[config.mk]
export PLATFORM = sky130hd
export DESIGN_NAME = mem_port_arbiter
export DESIGN_NICKNAME = d
export VERILOG_FILES = /design/src/rtl/mem_arb_pkg.sv /design/src/rtl/mem_port_arbiter_rr_select.sv /design/src/rtl/mem_port_arbiter.sv
export SDC_FILE = /design/constraint.sdc
export NUM_CORES = 1
export LEC_CHECK = 0
export BUFFER_PORTS_ARGS = -buffer_cell sky130_fd_sc_hd__buf_2
export CAP_MARGIN = 0
export CORE_UTILIZATION = 38
export DETAILED_ROUTE_END_ITERATION = 12
export MAX_ROUTING_LAYER = met4
export PLACE_DENSITY = 0.86
export SYNTH_ARGS = -nofsm -noshare
export SYNTH_HDL_FRONTEND = slang
export SYNTH_HIERARCHICAL = 1
export SYNTH_SLANG_ARGS = --single-unit
[constraint.sdc]
create_clock -name clk -period 1.3 [get_ports clk]
set_input_delay 0.065 -clock clk [delete_from_list [all_inputs] [get_ports clk]]
set_output_delay 0.065 -clock clk [all_outputs]
set_load 0.05 [all_outputs]
[src/rtl/mem_arb_pkg.sv]
// Shared types for the N-channel memory port arbiter.
// States, operation kinds and index-width helper.
package mem_arb_pkg;

  typedef enum logic [1:0] {
    IDLE,
    BUSY,
    DONE
  } state_t;

  typedef enum logic {
    OP_READ,
    OP_WRITE
  } op_t;

  function automatic int idx_width(input int n);
    return (n > 1) ? $clog2(n) : 1;
  endfunction

endpackage

[src/rtl/mem_port_arbiter_rr_select.sv]
// Combinational N-way picker: first set request at or after start,
// wrapping modulo N.
module rr_select
  import mem_arb_pkg::*;
#(
  parameter int N  = 2,
  parameter int IW = 1
) (
  input  logic [N-1:0]  req,
  input  logic [IW-1:0] start,
  output logic          valid,
  output logic [IW-1:0] idx
);

  logic [N-1:0] rot;

  always_comb begin
    rot   = N'({req, req} >> start);
    valid = 1'b0;
    idx   = '0;
    for (int k = 0; k < N; k++) begin
      if (!valid && rot[k]) begin
        valid = 1'b1;
        idx   = IW'((int'(start) + k) % N);
      end
    end
  end

endmodule

[src/rtl/mem_port_arbiter.sv]
// Merges N_CH requesters onto one downstream memory port,
// one transaction in flight, fixed-priority or round-robin.
module mem_port_arbiter
  import mem_arb_pkg::*;
#(
  parameter int N_CH    = 2,
  parameter int ADDR_W  = 32,
  parameter int DATA_W  = 32,
  parameter int RR_MODE = 0,
  localparam int MBE_W  = DATA_W / 8,
  localparam int IW     = idx_width(N_CH)
) (
  input  logic                     clk,
  input  logic                     rst,
  input  logic [N_CH-1:0]          req_read,
  input  logic [N_CH-1:0]          req_write,
  input  logic [N_CH*MBE_W-1:0]    req_mbe,
  input  logic [N_CH*ADDR_W-1:0]   req_addr,
  input  logic [N_CH*DATA_W-1:0]   req_wdata,
  output logic [N_CH-1:0]          req_resp,
  output logic [DATA_W-1:0]        req_rdata,
  output logic                     mem_read,
  output logic                     mem_write,
  output logic [MBE_W-1:0]         mem_mbe,
  output logic [ADDR_W-1:0]        mem_addr,
  output logic [DATA_W-1:0]        mem_wdata,
  input  logic                     mem_resp,
  input  logic [DATA_W-1:0]        mem_rdata,
  output logic                     busy,
  output logic [IW-1:0]            grant_id
);

  state_t            state_q;
  state_t            state_d;
  logic              grant_en;
  logic              resp_en;
  logic [N_CH-1:0]   act;
  logic [IW-1:0]     rr_ptr;
  logic [IW-1:0]     start;
  logic [IW-1:0]     nxt_ptr;
  logic              sel_valid;
  logic [IW-1:0]     sel_idx;
  op_t               sel_op;
  logic [ADDR_W-1:0] sel_addr;
  logic [DATA_W-1:0] sel_wdata;
  logic [MBE_W-1:0]  sel_mbe;

  assign act   = req_read | req_write;
  assign start = (RR_MODE != 0) ? rr_ptr : '0;

  rr_select #(
    .N  (N_CH),
    .IW (IW)
  ) u_sel (
    .req   (act),
    .start (start),
    .valid (sel_valid),
    .idx   (sel_idx)
  );

  // Write wins when a channel raises both read and write.
  always_comb begin
    sel_op    = OP_READ;
    sel_addr  = '0;
    sel_wdata = '0;
    sel_mbe   = '0;
    for (int i = 0; i < N_CH; i++) begin
      if (sel_idx == IW'(i)) begin
        sel_op    = req_write[i] ? OP_WRITE : OP_READ;
        sel_addr  = req_addr[i*ADDR_W +: ADDR_W];
        sel_wdata = req_wdata[i*DATA_W +: DATA_W];
        sel_mbe   = req_mbe[i*MBE_W +: MBE_W];
      end
    end
  end

  assign nxt_ptr = (sel_idx == IW'(N_CH - 1)) ? '0
                 : sel_idx + IW'(1);

  always_comb begin
    state_d  = state_q;
    grant_en = 1'b0;
    resp_en  = 1'b0;
    unique case (state_q)
      IDLE: begin
        if (sel_valid) begin
          grant_en = 1'b1;
          state_d  = BUSY;
        end
      end
      BUSY: begin
        if (mem_resp) begin
          resp_en = 1'b1;
          state_d = DONE;
        end
      end
      DONE:    state_d = IDLE;
      default: state_d = IDLE;
    endcase
  end

  always_ff @(posedge clk) begin
    if (rst) state_q <= IDLE;
    else     state_q <= state_d;
  end

  always_ff @(posedge clk) begin
    if (rst) begin
      rr_ptr    <= '0;
      mem_read  <= 1'b0;
      mem_write <= 1'b0;
      mem_mbe   <= '0;
      mem_addr  <= '0;
      mem_wdata <= '0;
      req_resp  <= '0;
      req_rdata <= '0;
      busy      <= 1'b0;
      grant_id  <= '0;
    end else begin
      req_resp <= '0;
      if (grant_en) begin
        mem_read  <= (sel_op == OP_READ);
        mem_write <= (sel_op == OP_WRITE);
        mem_mbe   <= sel_mbe;
        mem_addr  <= sel_addr;
        mem_wdata <= sel_wdata;
        busy      <= 1'b1;
        grant_id  <= sel_idx;
        rr_ptr    <= nxt_ptr;
      end
      if (resp_en) begin
        mem_read  <= 1'b0;
        mem_write <= 1'b0;
        req_rdata <= mem_rdata;
        for (int i = 0; i < N_CH; i++)
          req_resp[i] <= (grant_id == IW'(i));
      end
      if (state_q == DONE) busy <= 1'b0;
    end
  end

endmodule

# Word-level counts from Yosys, hierarchy flattened
# Index checks and enable logic that the tools add are counted.
# word_totals
word_cells	41
reg_bits	108
output_inout_bits	106
input_bits	175
# classes
n_eq_ne	4
n_bitwise	4
n_reduce_logical	7
n_mux	16
# ops
op	n
32-bit two-way mux	2
1-bit two-way mux	10
2-bit OR reduction	3
2-bit two-way mux	2
4-bit two-way mux	1
2-bit inequality test (second input constant)	2
2-bit case mux with 2 select lines	1
1-bit NOT	3
2-bit by 1-bit == test with 1-bit output (second input constant)	1
2-bit == test (second input constant)	1
2-bit logical NOT	1
2-bit OR	1
2-bit AND reduction	1
1-bit logical AND	1
1-bit logical NOT	1

# Depth between registers and ports, before layout
# logic_depth
depth_word	7
mapped_depth	7
depth_no_buf	5

# Hierarchy
# The synthesis kept the hierarchy.
# modules_own_cells
mod	instances	seq_area_each_um2	area_per_inst_um2	cells_per_inst
mem_port_arbiter	1	2162.1	4270.3	404
rr_select	1	0.0	17.5	3

# Worst setup path before layout
# OpenSTA, ideal clock, no wires.
# synth_timing
kind	input -> register
start	input port req_write[0]
end	register mem_addr[25]
arrival_time_ps	1315
setup_time_ps	134
slack_ps	-149
stages	7
path_cell_list	or2_2 > a21boi_0 > buf_2 > buf_4 > buf_4 > mux2i_1 > a211oi_1
# synth_between
word_cells_on_any_way	9
cone_classes	mux: 6; bitwise: 1; reduce/logical: 2
# synth_rtl
item	line_no	text
start, declared	mem_port_arbiter.sv:16	input logic [N_CH-1:0] req_write,
2-bit OR	mem_port_arbiter.sv:48	assign act = req_read | req_write;
1-bit two-way mux	mem_port_arbiter_rr_select.sv:22	if (!valid && rot[k]) begin
1-bit logical NOT	mem_port_arbiter_rr_select.sv:22	
1-bit logical AND	mem_port_arbiter_rr_select.sv:22	
1-bit two-way mux	mem_port_arbiter_rr_select.sv:22	
net sel_idx	mem_port_arbiter.sv:42	logic [IW-1:0] sel_idx;
32-bit two-way mux	mem_port_arbiter.sv:68	if (sel_idx == IW'(i)) begin
end signal, assigned	mem_port_arbiter.sv:125	mem_addr <= sel_addr;
end, declared	mem_port_arbiter.sv:25	output logic [ADDR_W-1:0] mem_addr,
# The timed path passes the listed nets, and every way through them passes these cells.
# A chain may end at the register's enable or synchronous reset.

# Final worst setup path
# layout_timing
start	register state_q[0]
end	register req_rdata[21]
# layout_between
elab_chain_len	2
# layout_lines
item	line_no	text
start, declared	mem_port_arbiter.sv:33	state_t state_q;
start signal, assigned	mem_port_arbiter.sv:104	else state_q <= state_d;
2-bit by 1-bit == test with 1-bit output	mem_port_arbiter.sv:84	unique case (state_q)
1-bit two-way mux	mem_port_arbiter.sv:84	
end signal, assigned	mem_port_arbiter.sv:134	req_rdata <= mem_rdata;
end, declared	mem_port_arbiter.sv:21	output logic [DATA_W-1:0] req_rdata,
# Every way passes these cells.

==> summary.txt <==
Die
  – Die width: 108 µm
  – Initial Util: 0.392
  – Vert. Die Dim: between 100 and 150 µm
  – I/O pins: 281
  – Die area: 0.0117 mm²
  – Core Region: around 0.011 mm²
  – Num rows: 38

Synth
  – Synth warnings: 6
  – Post-Syn Area: 0.00429 mm²
  – Post-synthesis sequential area ratio: 0.504
  – EDFF count, synth: 0
  – Synth top area cells: dfxtp_1 50%, mux2i_1 17%, a211oi_1 12%, a22o_1 6.5%, nor2_1 6.0%
  – Syn Nets: 582
  – Average size of a mapped cell: between 10 and 15 µm²
  – Post-synthesis cell count: 407
  – Most common cell in the synthesized netlist: dfxtp_1
  – Top cells by instance count after synthesis: 108 x dfxtp_1, 71 x mux2i_1, 69 x a211oi_1, 69 x nor2_1, 32 x a22o_1
  – Main flop type after synthesis: dfxtp_1
  – Count of cell types in the netlist: 25
  – Synth top area share: 0.504
  – Yosys reg bits: 108
  – Asr flop ratio synth: 0
  – Leading area contributor after synthesis: dfxtp_1

Setup path
  – Critical Path Fanout Max: 8
  – Nature of the critical path startpoint: flip-flop
  – Type of the worst setup path: reg2reg
  – Worst Setup End Kind: flip-flop
  – Worst reg2reg endpoint: req_rdata[21]
  – Reg2Reg Depth: 7
  – R2R Setup Slk: -0.03 ns
  – Reg2reg start: state_q[0]
  – Req. time, crit path: 1.58 ns
  – Worst endpoint data arrival time: approximately 1.6 ns

Clock network
  – TritonCTS clock tree: done
  – CTS buffer count: 9
  – Clock H-tree levels: 3
  – Clock slew at reported path FFs: ~0.08 ns
  – Sink Count: between 100 and 150
  – Clk root buf: clkbuf_16
  – Clk Latency, worst-skew pair: 0.34 ns
  – Maximum clock path buffer count: 2

Place
  – Hpwl dp: 8.96 mm
  – Dpl cells: 814
  – Gpl congestion: between 0.7 and 0.8
  – IO buf count: 280

Finish
  – Layout cell share with drive strength beyond 1: 0.477
  – Area Growth Syn to Fin: 59.5%
  – Antenna cells: 0
  – Fin nets: 902
  – Final Non-Filler Cells: 872

Routing
  – Final ANT Viol Nets: 0
  – Final WL: 13.3 mm
  – WL/cell: 15.3 µm
  – Router iterations before antenna repair: 4
  – Via count: roughly 4400
  – Via-per-instance ratio: 5.00
  – Iter 0 DRT Violations: 177
  – Drt drc: 0

STA
  – Skew final: 0.00894 ns
  – Final setup vio count: 22
  – Max Slew Vio Count: 0
  – Worst setup margin: -0.0273 ns
  – Hold Worst Slack: between 0.05 and 0.06 ns
  – Final min period: 1.33 ns
  – Hold Fails Final Rpt: 0
  – Final Cycle Share: 1.02
  – Max Freq: roughly 750 MHz
  – RSZ-0062 raised after global routing: yes

Min path
  – WHS Path Cells: 3
  – Hold WC Path Type: in2reg
  – Hold wc startpoint: req_addr[31]
  – Worst hold endpoint: mem_addr[31]

Flow run
  – Max_cap viols: 0

Pwr
  – VDD IR max: 0.785 mV
  – Pwr dens: 1370 mW/mm²
  – LEAKAGE: between 3 and 4 nW

GRT
  – First-pass GRT wire length: 19.0 mm
  – GRT overflow: 0
  – Initial antenna violation count: 0
  – Vias in the first global route: slightly above 4000
  – Total GRT Usage: 0.215
  – Largest net degree at the start of global routing: 55

Status
  – Status: complete, but fails checks
  – Failing checks: setup timing
## cell usage in the layout (no fill, tap or decap), drive strengths merged
cell         count
a22o            32
bufbuf           1
nor2b            1
clkinv           1
nor2            69
dlygate4sd3     33
dfxtp          108
a211oi          69
clkbuf          14
inv              4
o21ai            1
clkinvlp         2
conb             1
o211a            1
mux2i           71
nor4             1
nor3b            1
a21boi           1
buf            311
nand2            2
or2              3
nor3             2
and2             1
a21oi            1
o21ba            1
## worst max-delay path by stage
stage / from / endpoint / cells after the start
global placement: req_write[0] / mem_wdata[19] / 7
CTS: state_q[0] / req_rdata[21] / 6
detailed placement: req_write[0] / mem_wdata[28] / 7
finish: state_q[0] / req_rdata[21] / 7
global route: state_q[0] / req_rdata[21] / 7
floorplan: state_q[1] / mem_addr[10] / 6
## area by class of cell
class | instances | area (µm²)
fillers | 894 | 4100
repair buffers | 348 | 2230
flip-flops and latches | 108 | 2170
multi-input cells | 258 | 1970
clock buffers | 11 | 243
well taps | 140 | 175
clock inverters | 5 | 43.8
inverters | 2 | 7.51
## metal layers
metal,GRT usage,share of wire
met4,0.0851,0.017
met5,-,0
met3,0.0440,0.061
met2,0.380,0.51
met1,0.235,0.41
## metrics by stage
stage          power, mW  setup TNS [ns]   util  worst slack [ns]  cell area, µm²
6_report            9.34          -0.262  0.625           -0.0273            6840
5_1_grt             9.72           -2.14  0.625           -0.0679            6840
3_5_place_dp        6.52          -19.31  0.546            -0.360            5970
3_3_place_gp        6.47          -10.91  0.546            -0.192            5970
4_1_cts             9.28               0  0.607           0.00424            6640
2_1_floorplan       5.73               0      -            0.0229            4330
## worst max-delay path, cell delays in order (launching register included)
cell and delay (ns):
dfxtp_4 0.37, buf_6 0.11, nand2_4 0.04, buf_6 0.12, nor3_4 0.20, buf_12 0.16
buf_12 0.13, a22o_1 0.15
## state kept, by name, indices dropped and copies added, names as in the netlist
signal,cells
mem_addr,32
mem_wdata,32
req_rdata,32
mem_mbe,4
req_resp,2
state_q,2
busy,1
grant_id,1
mem_read,1
mem_write,1
## cell families after synthesis
family / count (synthesis) / share of synthesized area
AO/OA/AOI/OAI: 106 / 0.195
buffers and inverters: 41 / 0.0554
flip-flops: 108 / 0.504
multiplexers: 71 / 0.166
other: 1 / 0.000875
AND/OR/NAND/NOR: 80 / 0.0788
## what timing repair did
action,4_1_cts,5_1_grt
endpoints found under the hold margin,33,0
gates resized for setup,2,21
pin swaps,1,13
setup endpoints to repair,70,88
hold buffers,33,0
buffers inserted,2,2
gates cloned,1,4
## where the power goes
group	switching [mW]	internal, mW	leakage (nW)	total [mW]
logic	1.89	1.04	2.44	2.92
clock network	1.27	1.38	0.134	2.65
registers	0.157	3.62	0.894	3.77
total	3.31	6.03	3.47	9.34
Power figures use the tool's default switching activity.
